[src/rtl/demux14_tdm.sv]
// demux14_tdm: 1-to-4 TDM slot demultiplexer with frame hunt/sync tracking.
// Optional DEMUX14_TDM_ERRCNT_EN adds a saturating 8-bit misframe counter.
module demux14_tdm #(
    parameter int W = 1
) (
    input  logic         clk,
    input  logic         rst,
    input  logic [W-1:0] din,
    input  logic         valid,
    input  logic         frame,
    output logic [W-1:0] q0,
    output logic [W-1:0] q1,
    output logic [W-1:0] q2,
    output logic [W-1:0] q3,
    output logic         done,
    output logic         s0,
    output logic         s1,
    output logic         locked,
    output logic         sync_err
`ifdef DEMUX14_TDM_ERRCNT_EN
    ,
    output logic [7:0]   err_cnt
`endif
);

    typedef enum logic {
        HUNT,
        SYNC
    } state_t;

    state_t       state;
    state_t       state_d;
    logic [1:0]   idx;
    logic [1:0]   idx_d;
    logic [W-1:0] sh0;
    logic [W-1:0] sh1;
    logic [W-1:0] sh2;

    logic         cap;
    logic         restart;
    logic         misframe;
    logic         complete;

    always_ff @(posedge clk) begin
        if (rst) begin
            state <= HUNT;
            idx   <= 2'd0;
        end else begin
            state <= state_d;
            idx   <= idx_d;
        end
    end

    always_comb begin
        state_d  = state;
        idx_d    = idx;
        cap      = 1'b0;
        restart  = 1'b0;
        misframe = 1'b0;
        complete = 1'b0;
        unique case (state)
            HUNT: begin
                if (valid && frame) begin
                    state_d = SYNC;
                    idx_d   = 2'd1;
                    restart = 1'b1;
                end
            end
            SYNC: begin
                if (valid) begin
                    // frame outside slot 0 realigns on the current slot
                    if (frame && idx != 2'd0) begin
                        misframe = 1'b1;
                        restart  = 1'b1;
                        idx_d    = 2'd1;
                    end else begin
                        cap      = 1'b1;
                        idx_d    = idx + 2'd1;
                        complete = (idx == 2'd3);
                    end
                end
            end
        endcase
    end

    always_comb begin
        locked = (state == SYNC);
        s1     = idx[1];
        s0     = idx[0];
    end

    always_ff @(posedge clk) begin
        if (rst) begin
            sh0      <= '0;
            sh1      <= '0;
            sh2      <= '0;
            q0       <= '0;
            q1       <= '0;
            q2       <= '0;
            q3       <= '0;
            done     <= 1'b0;
            sync_err <= 1'b0;
        end else begin
            done     <= complete;
            sync_err <= misframe;
            if (restart) begin
                sh0 <= din;
                sh1 <= '0;
                sh2 <= '0;
            end else if (cap) begin
                unique case (idx)
                    2'd0: sh0 <= din;
                    2'd1: sh1 <= din;
                    2'd2: sh2 <= din;
                    2'd3: ;
                endcase
            end
            if (complete) begin
                q0 <= sh0;
                q1 <= sh1;
                q2 <= sh2;
                q3 <= din;
            end
        end
    end

`ifdef DEMUX14_TDM_ERRCNT_EN
    always_ff @(posedge clk) begin
        if (rst) begin
            err_cnt <= 8'd0;
        end else if (misframe && err_cnt != 8'hff) begin
            err_cnt <= err_cnt + 8'd1;
        end
    end
`endif

endmodule

[config.mk]
export PLATFORM = sky130hd
export DESIGN_NAME = demux14_tdm
export DESIGN_NICKNAME = d
export VERILOG_FILES = /design/src/rtl/demux14_tdm.sv
export SDC_FILE = /design/constraint.sdc
export NUM_CORES = 1
export LEC_CHECK = 0
export CORE_AREA = 2 2 39 41
export DETAILED_ROUTE_END_ITERATION = 10
export DIE_AREA = 0 0 41 43
export GPL_TIMING_DRIVEN = 0
export PLACE_DENSITY = 0.73
export SLEW_MARGIN = 0
export SYNTH_ARGS = -nofsm -noshare
export SYNTH_HDL_FRONTEND = slang
export SYNTH_SLANG_ARGS = --single-unit
[constraint.sdc]
create_clock -name clk -period 2.3 [get_ports clk]
set_input_delay 0.46 -clock clk [delete_from_list [all_inputs] [get_ports clk]]
set_output_delay 0.46 -clock clk [all_outputs]
set_load 0.03 [all_outputs]
==> flow_summary.json <==
{
  "die_w_um": 41,
  "detail-route-antenna-nets": 0,
  "reg2reg_depth": 5,
  "hold_viol": 0,
  "rows": 14,
  "core_area_mm2": 0.00138,
  "most-common-layout-cells": "dfxtp_1, clkdlybuf4s50_1, nand2b_1",
  "cts_buffers": 3,
  "diodes": 0,
  "slew-limit-headroom": 0.737,
  "grt_max_degree": 11,
  "cts-root-buf": "clkbuf_4",
  "drive_gt1_frac": 0.105,
  "drt_first_pass_iters": 4,
  "rr_endpoint": "q1",
  "drc": 0,
  "tns_ns": 0,
  "grt_usage": 0.158,
  "cp_num_buf_inv": 1,
  "h-tree-depth": 1,
  "topRoutingLayerUsed": "met4",
  "syn_avg_cell_area_um2": 9.93,
  "post_cts_buffers": 0,
  "cpLargestDelayFamily": "buffers and inverters",
  "wl_per_cell_um": 12.0,
  "cp-startpoint": "idx[0]",
  "critPathLaunchType": "flop",
  "leakage_nw": 0.301,
  "wirelength_met1_um": 491,
  "clock_skew_ns": 0.00572,
  "port_buffers": 12,
  "min_path_type": "reg2reg",
  "clk_pin_slew_worst_paths_ns": 0.08,
  "finalCritPeriodShare": 0.801,
  "ys_warn_count": 0,
  "syn_inst": 60,
  "num_vias": 470,
  "gp_congestion": 0.729,
  "path_depth": 1,
  "yosysSeqAreaShare": 0.403,
  "report.final.slew_viol_count": 0,
  "grt_overflow": 0,
  "rr_startpoint": "idx[0]",
  "post_cts_resize_count": 0,
  "power_density_mw_per_mm2": 577,
  "die_y_um": 43,
  "dieArea_mm2": 0.00176,
  "cts_tree": "yes",
  "maxCapViolCount": 0,
  "cp_max_fo": 5,
  "vias_per_cell": 5.11,
  "ff2ff_setup_slack_ns": 0.84,
  "slowest_delay_ns": 0.70,
  "fillers": 122,
  "initial_utilization": 0.430,
  "met3WireLength_um": 31,
  "post-route-min-period_ns": 1.84,
  "peakVddDrop_v": 0.000315,
  "status": "complete, no violations",
  "total_power_mw": 0.445,
  "postCtsHoldBufs": 0,
  "antenna_found_initial": 0,
  "tightest_slew_ns": 0.395,
  "fin_nets": 86,
  "synth_seq_cells": 12,
  "syn_to_final_growth_pct": 29.6,
  "crit_required_ns": 1.84,
  "endpoint": "s0",
  "netlist_area_um2": 596,
  "cp_cell_sequence": "clkdlybuf4s50_1",
  "finalSetupViolCount": 0,
  "grt_pass1_wl_um": 1830,
  "end_kind": "output port",
  "grt_pass1_vias": 440,
  "rsz0062_at_grt": "no",
  "dr_wl_met2_um": 525,
  "synth_nets": 69,
  "fmax_mhz": 543,
  "clock_sink_count": 12,
  "worstSkewPairLatency_ns": 0.28,
  "critPathArrivalTime_ns": 1.38,
  "drtIter0Drc": 4,
  "clockBufferDepth": 2,
  "synth_cell_types": 18,
  "pin_count": 14,
  "critPathKind": "reg2out",
  "critPathSlowestCell": "clkdlybuf4s50_1",
  "routed_wl_um": 1100
}
==> sequential cells by signal, indices dropped and copies added, names as in the netlist <==
signal / cells
done: 1
idx: 2
locked: 1
q0: 1
q1: 1
q2: 1
q3: 1
sh0: 1
sh1: 1
sh2: 1
sync_err: 1
==> cell usage after synthesis <==
master	instances	area (um^2)
o21ai_1	1	5.00
ha_1	4	50.1
o2111ai_1	4	35.0
a21oi_1	3	15.0
nand2b_1	9	56.3
nor2_1	2	7.51
o21bai_1	3	22.5
inv_1	3	11.3
buf_4	2	15.0
nor2b_2	1	8.76
nor3b_4	1	18.8
clkbuf_1	1	3.75
o21ai_0	2	10.0
and2_1	1	6.26
dfxtp_1	12	240
nand2_1	3	11.3
mux2i_1	7	70.1
nor4b_1	1	8.76
==> area by class of cell <==
cell class	count	area [um^2]	share of cell area
multi-input cells	42	325	0.421
flip-flops and latches	12	240	0.311
repair buffers	12	120	0.156
clock buffers	4	36.3	0.0470
well taps	16	20.0	0.0259
plain buffers	3	18.8	0.0243
inverters	3	11.3	0.0146
==> cell families after synthesis <==
kind of cell / synth area share
AND/OR/NAND/NOR: 0.197
AO/OA/AOI/OAI: 0.147
flip-flops: 0.403
multiplexers: 0.118
buffers and inverters: 0.0504
adder cells (fa/ha/maj): 0.0840
==> per-stage QoR <==
stage / hold WS [ns] / worst slack, ns / area [um^2] / instances / util
after detailed placement: 0.467 / 0.520 / 736 / 88 / 0.532
after global routing: 0.504 / 0.409 / 772 / 92 / 0.558
final: 0.475 / 0.457 / 772 / 92 / 0.558
after CTS: 0.480 / 0.456 / 772 / 92 / 0.558
after floorplan: 0.455 / 0.770 / 596 / 60 / -
after global placement: 0.461 / 0.545 / 736 / 88 / 0.532
==> layer usage <==
metal	track usage	vias up
met1	0.179	211
met5	0	-
met3	0.0471	8
met4	0.113	0
li1	-	240
met2	0.238	11
==> where the power goes <==
| part | switching (mW) | total [mW] | internal, mW |
|---|---|---|---|
| registers | 0.00303 | 0.215 | 0.212 |
| logic | 0.0314 | 0.0556 | 0.0242 |
| clock network | 0.0786 | 0.175 | 0.0964 |
==> worst min-delay path by stage <==
stage	startpoint	to	cells after the start
global placement	q0	q0	2
global route	valid	locked	3
CTS	valid	locked	3
finish	q2	q2	2
floorplan	sh1	q1	2
detailed placement	q2	q2	2
(Power assumes the default switching activity.)
==> variant 1, RTL diff (same flow settings) <==
Add an input register stage for `din`, `valid` and `frame`, without a reset; this delays them by one clock.
--- a/src/rtl/demux14_tdm.sv
+++ b/src/rtl/demux14_tdm.sv
@@ -29,2 +29,12 @@
     } state_t;
+
+    logic [W-1:0] din_q;
+    logic valid_q;
+    logic frame_q;
+
+    always_ff @(posedge clk) begin
+        din_q   <= din;
+        valid_q <= valid;
+        frame_q <= frame;
+    end
 
@@ -62,3 +72,3 @@
             HUNT: begin
-                if (valid && frame) begin
+                if (valid_q && frame_q) begin
                     state_d = SYNC;
@@ -69,5 +79,5 @@
             SYNC: begin
-                if (valid) begin
+                if (valid_q) begin
                     // frame outside slot 0 realigns on the current slot
-                    if (frame && idx != 2'd0) begin
+                    if (frame_q && idx != 2'd0) begin
                         misframe = 1'b1;
@@ -106,3 +116,3 @@
             if (restart) begin
-                sh0 <= din;
+                sh0 <= din_q;
                 sh1 <= '0;
@@ -111,5 +121,5 @@
                 unique case (idx)
-                    2'd0: sh0 <= din;
-                    2'd1: sh1 <= din;
-                    2'd2: sh2 <= din;
+                    2'd0: sh0 <= din_q;
+                    2'd1: sh1 <= din_q;
+                    2'd2: sh2 <= din_q;
                     2'd3: ;
@@ -121,3 +131,3 @@
                 q2 <= sh2;
-                q3 <= din;
+                q3 <= din_q;
             end
Formal check against the unedited RTL: not equivalent (a bounded check fails within 4 cycles, from zero or initial values and one cycle with rst high).
==> variant 1 against the original RTL <==
- sequential cell count is 3 higher
- total power grew 8.8%
- sequential power increased by 27%
- first-iteration DRC count is 75% higher
- synthesized cell count grew 5.0%
- worst setup slack worse by 0.016 ns
- die area did not move
- combinational power grew 4.5%
- synthesized area grew 13%
- cell area increased by 9.9%
- via count is 5.3% higher
- routed wire length up 1.8%
- largest cell class unchanged
==> variant 1: results <==
# TYPE chip_impl_metric gauge
chip_impl_metric{name="synth_seq_area_share",unit=""} 0.447
chip_impl_metric{name="irDropWorstVdd",unit="uV"} 572
chip_impl_metric{name="postSynth.asyncResetShare",unit=""} 0
chip_impl_metric{name="htree_levels",unit=""} 1
chip_impl_info{name="path_delay_family",value="buffers and inverters"} 1
chip_impl_metric{name="skew",unit="ns"} 0.000601
chip_impl_metric{name="syn-num-nets",unit=""} 72
chip_impl_metric{name="drive_gt1_frac",unit=""} 0.138
chip_impl_metric{name="filler_cells_inserted",unit=""} 119
chip_impl_metric{name="final_period_minus_worst_setup_slack",unit="ns"} 1.86
chip_impl_metric{name="num-nets-final",unit=""} 90
chip_impl_info{name="status",value="completed"} 1
chip_impl_info{name="root_buffer",value="clkbuf_4"} 1
chip_impl_metric{name="initial_drc_count",unit=""} 7
chip_impl_metric{name="avgRoutedWirePerCell",unit="um"} 11.7
chip_impl_metric{name="yosysUniqueCellTypes",unit=""} 22
chip_impl_metric{name="post_cts.resized_instances",unit=""} 0
chip_impl_metric{name="grt_antenna_before_repair",unit=""} 0
chip_impl_info{name="ys_top_cells_by_area",value="dfxtp_1 45%, mux2i_1 8.9%, ha_1 7.4%"} 1
chip_impl_metric{name="worstPathMaxFanout",unit=""} 5
chip_impl_metric{name="reg2reg_setup_slack",unit="ns"} 0.76
chip_impl_metric{name="p_leak",unit="nW"} 0.331
chip_impl_metric{name="grt_pass1_vias",unit=""} 479
chip_impl_info{name="synth.cells.most_frequent",value="15 x dfxtp_1, 7 x nand2b_1, 6 x mux2i_1"} 1
chip_impl_metric{name="met1_length",unit="um"} 545
chip_impl_metric{name="worst_path_arrival",unit="ns"} 1.40
chip_impl_metric{name="grt_use_total",unit=""} 0.160
chip_impl_metric{name="port_buffers",unit=""} 13
chip_impl_metric{name="finalHoldViolCount",unit=""} 0
chip_impl_metric{name="detailroute.via_count",unit=""} 495
chip_impl_metric{name="drt_pre_antenna_iters",unit=""} 4
chip_impl_metric{name="dp_slack",unit="ns"} 0.509
chip_impl_metric{name="placer_s_final_routability_congestion_estimate",unit=""} 0.794
chip_impl_metric{name="grt_pass1_wl",unit="um"} 1950
chip_impl_info{name="cpMaxStageDelayCell",value="clkdlybuf4s50_1"} 1
chip_impl_metric{name="slew_headroom",unit=""} 0.732
chip_impl_metric{name="met2_wirelength",unit="um"} 498
chip_impl_metric{name="pin_count_of_the_biggest_net_entering_global_routing",unit=""} 11
chip_impl_metric{name="wl_met3",unit="um"} 55
chip_impl_metric{name="detailedPlacementHpwl",unit="um"} 818
chip_impl_metric{name="largest_register_ffs",unit=""} 2
==> variant 1: cell types whose count changed in the layout (fill, tap and decap cells not counted), moves of 2 or more <==
cell	change
buf_2	+2
dfxtp_1	+3
nand2b_1	-2
nor2b_1	+2
buf_4	-2
==> variant 1: path summary, 6_finish.rpt <==
| check | start | to | cells after the start |
|---|---|---|---|
| worst max-delay path | idx[0] | s0 | 1 |
| worst min-delay path | q0 | q0 | 2 |
| worst max register to register | idx[0] | q2 | 4 |
| worst min register to register | q0 | q0 | 2 |
==> variant 1: power by group <==
part	internal, mW	switching [mW]	leakage [nW]
registers	0.267	0.00527	0.123
logic	0.0245	0.0336	0.193
clock network	0.0674	0.0871	0.0150
==> variant 1: kinds of logic (layout without fill, tap and decap cells) <==
| kind of cell | count (synthesis) | after routing | synth area share |
|---|---|---|---|
| compound gates | 13 | 13 | 0.153 |
| fa+ha+maj | 4 | 4 | 0.0745 |
| buf+inv | 6 | 23 | 0.0372 |
| flops | 15 | 15 | 0.447 |
| mux | 7 | 7 | 0.112 |
| simple gates | 18 | 18 | 0.177 |
==> variant 1: per-stage QoR <==
stage                     cell area (sq um)  hold WS [ns]  std cells  utilization  power [mW]
final                                   848         0.480         96        0.613       0.485
after floorplan                         672         0.455         63            -       0.315
after global placement                  822         0.461         92        0.594       0.335
after detailed placement                822         0.473         92        0.594       0.336
after CTS                               848         0.488         96        0.613       0.482
after global routing                    848         0.500         96        0.613       0.503
==> variant 1: per-layer routing <==
layer	vias to the layer above	global-route usage
li1	252	-
met1	225	0.224
met2	14	0.234
met3	4	0.0314
met4	0	0.0600
met5	-	0
==> variant 1: cell type report <==
| type | instances | area share |
|---|---|---|
| Buffer | 3 | 0.0162 |
| Inverter | 3 | 0.0133 |
| Timing Repair Buffer | 13 | 0.153 |
| Clock buffer | 4 | 0.0310 |
| Tap cell | 16 | 0.0236 |
| Multi-Input combinational cell | 42 | 0.409 |
| Sequential cell | 15 | 0.354 |
==> variant 2, RTL diff (same settings) <==
Without the edit above. The output `done` loses its register stage (`done` becomes a continuous assignment).
--- a/src/rtl/demux14_tdm.sv
+++ b/src/rtl/demux14_tdm.sv
@@ -100,6 +100,4 @@
             q3       <= '0;
-            done     <= 1'b0;
             sync_err <= 1'b0;
         end else begin
-            done     <= complete;
             sync_err <= misframe;
@@ -126,2 +124,4 @@
 
+    assign done = complete;
+
 `ifdef DEMUX14_TDM_ERRCNT_EN
Check against the original RTL: not equivalent (a bounded check fails within 4 cycles, from zero or initial values and one cycle with rst high).
==> variant 2 against the original RTL <==
- sequential share of layout area is 1.6 points lower
- critical path depth increased by 4
- via count is 4.9% lower
- synthesized area down 4.0%
- count of clock-buffer cells in the layout fell by 1
- worst setup slack lost 0.39 ns
- sequential power decreased by 8%
- routed wire length down 2.9%
- core utilization decreased by 1.9 points
- cell area is 3.4% lower
- sequential cell count decreased by 1
- total power shrank 13%
- final cell count decreased by 1.1%
- non-clock buffer count up 1
- critical path type is now in -> out
- largest cell class unchanged
- largest power group unchanged
- highest routed layer unchanged
==> variant 2: results <==
# TYPE chip_impl_metric gauge
chip_impl_metric{name="timing.critical_path.slowest_cell_delay",unit="ns"} 0.58
chip_impl_info{name="ys_top_cells_by_area",value="dfxtp_1 39%, ha_1 8.8%, mux2i_1 8.8%"} 1
chip_impl_metric{name="grt_pass1_vias",unit=""} 390
chip_impl_info{name="status",value="completed"} 1
chip_impl_metric{name="p_leak",unit="nW"} 0.324
chip_impl_metric{name="drt_pre_antenna_iters",unit=""} 4
chip_impl_metric{name="worstPathMaxFanout",unit=""} 6
chip_impl_metric{name="num-nets-final",unit=""} 85
chip_impl_metric{name="met2_wirelength",unit="um"} 448
chip_impl_metric{name="initial_drc_count",unit=""} 10
chip_impl_metric{name="detailroute.via_count",unit=""} 447
chip_impl_metric{name="area_delta_synth_final",unit="%"} 30.4
chip_impl_metric{name="grt_use_total",unit=""} 0.144
chip_impl_info{name="cpMaxStageDelayCell",value="clkdlybuf4s50_1"} 1
chip_impl_metric{name="slew_at_the_pin_closest_to_its_max_slew_limit",unit="ns"} 0.426
chip_impl_metric{name="setup-tns-final",unit="ns"} 0
chip_impl_metric{name="skew",unit="ns"} 0.0151
chip_impl_metric{name="grt_pass1_wl",unit="um"} 1650
chip_impl_metric{name="filler_cells_inserted",unit=""} 136
chip_impl_metric{name="antenna_cells_inserted",unit=""} 0
chip_impl_metric{name="detailedPlacementHpwl",unit="um"} 719
chip_impl_metric{name="synthesis.area_per_instance",unit="sq um"} 9.86
chip_impl_metric{name="irDropWorstVdd",unit="uV"} 244
chip_impl_metric{name="syn-num-nets",unit=""} 67
chip_impl_metric{name="drive_gt1_frac",unit=""} 0.147
chip_impl_metric{name="worst_path_arrival",unit="ns"} 1.77
chip_impl_metric{name="routed_wl",unit="um"} 1070
chip_impl_metric{name="avgRoutedWirePerCell",unit="um"} 11.7
chip_impl_metric{name="cts.clk_slew.worst_paths",unit="ns"} 0.06
chip_impl_metric{name="met1_length",unit="um"} 533
chip_impl_metric{name="placedCellCount",unit=""} 86
chip_impl_metric{name="synth_seq_area_share",unit=""} 0.385
chip_impl_metric{name="placer_s_final_routability_congestion_estimate",unit=""} 0.733
chip_impl_metric{name="yosysUniqueCellTypes",unit=""} 19
chip_impl_info{name="synth.cells.most_frequent",value="11 x dfxtp_1, 5 x mux2i_1, 5 x nand2b_1, 5 x nor2b_1, 5 x o21ai_0"} 1
chip_impl_metric{name="dpl_cell_area",unit="sq um"} 712
chip_impl_metric{name="wl_met3",unit="um"} 75
chip_impl_info{name="root_buffer",value="clkbuf_4"} 1
variant 2: cell types whose count changed after synthesis, sizes merged, moves of 2 or more:
| cell | delta |
|---|---|
| o21bai | -2 |
| o21ai | +2 |
| mux2 | +2 |
| nor2b | +4 |
| nand2b | -4 |
| mux2i | -2 |
variant 2: where the power goes:
group / switching, mW / internal, mW
clock network: 0.0715 / 0.0646
logic: 0.0323 / 0.0215
registers: 0.00332 / 0.195
total: 0.107 / 0.281
variant 2: path summary, 6_finish.rpt:
path                              from   end  slack, ns  cells past startpoint
worst max-delay path             frame  done       0.07                      5
worst min register to register      q0    q0       0.48                      2
worst max register to register  idx[0]    q1       0.67                      5
worst min-delay path                q0    q0       0.48                      2
variant 2: logic make-up after synthesis:
kind of cell | share of synthesized area
and+or+nand+nor | 0.162
adders and majority gates | 0.0875
muxes | 0.140
DFF | 0.385
AOI/OAI and AO/OA | 0.175
buffers and inverters | 0.0503
variant 2: per-stage QoR:
| stage | total power, mW | worst slack, ns |
|---|---|---|
| 6_report | 0.388 | 0.0715 |
| 5_1_grt | 0.404 | 0.0300 |
| 4_1_cts | 0.392 | 0.0903 |
| 3_5_place_dp | 0.256 | -0.238 |
| 3_3_place_gp | 0.255 | -0.240 |
| 2_1_floorplan | 0.237 | 0.372 |
variant 2: timing repair:
item,in CTS,in global routing
resized for setup,1,0
setup buffers,1,0
endpoints found under the setup margin,1,0
variant 2: area by class of cell:
type                            instances  share of cell area
Clock buffer                            3              0.0302
Clock inverter                          1             0.00671
Multi-Input combinational cell         40               0.433
Sequential cell                        11               0.295
Tap cell                               16              0.0268
Inverter                                4              0.0201
Timing Repair Buffer                   13               0.169
Buffer                                  3              0.0185
variant 2: worst reg2reg max path, stage by stage, from the launching register on:
cell,delay [ns]
dfxtp_1,0.41
inv_1,0.11
ha_1,0.31
o2111ai_4,0.24
buf_4,0.19
mux2_4,0.29
variant 2: metal layers:
metal,vias to the layer above,track usage
li1,238,-
met1,194,0.173
met2,13,0.197
met3,2,0.0628
met4,0,0.100
met5,-,0
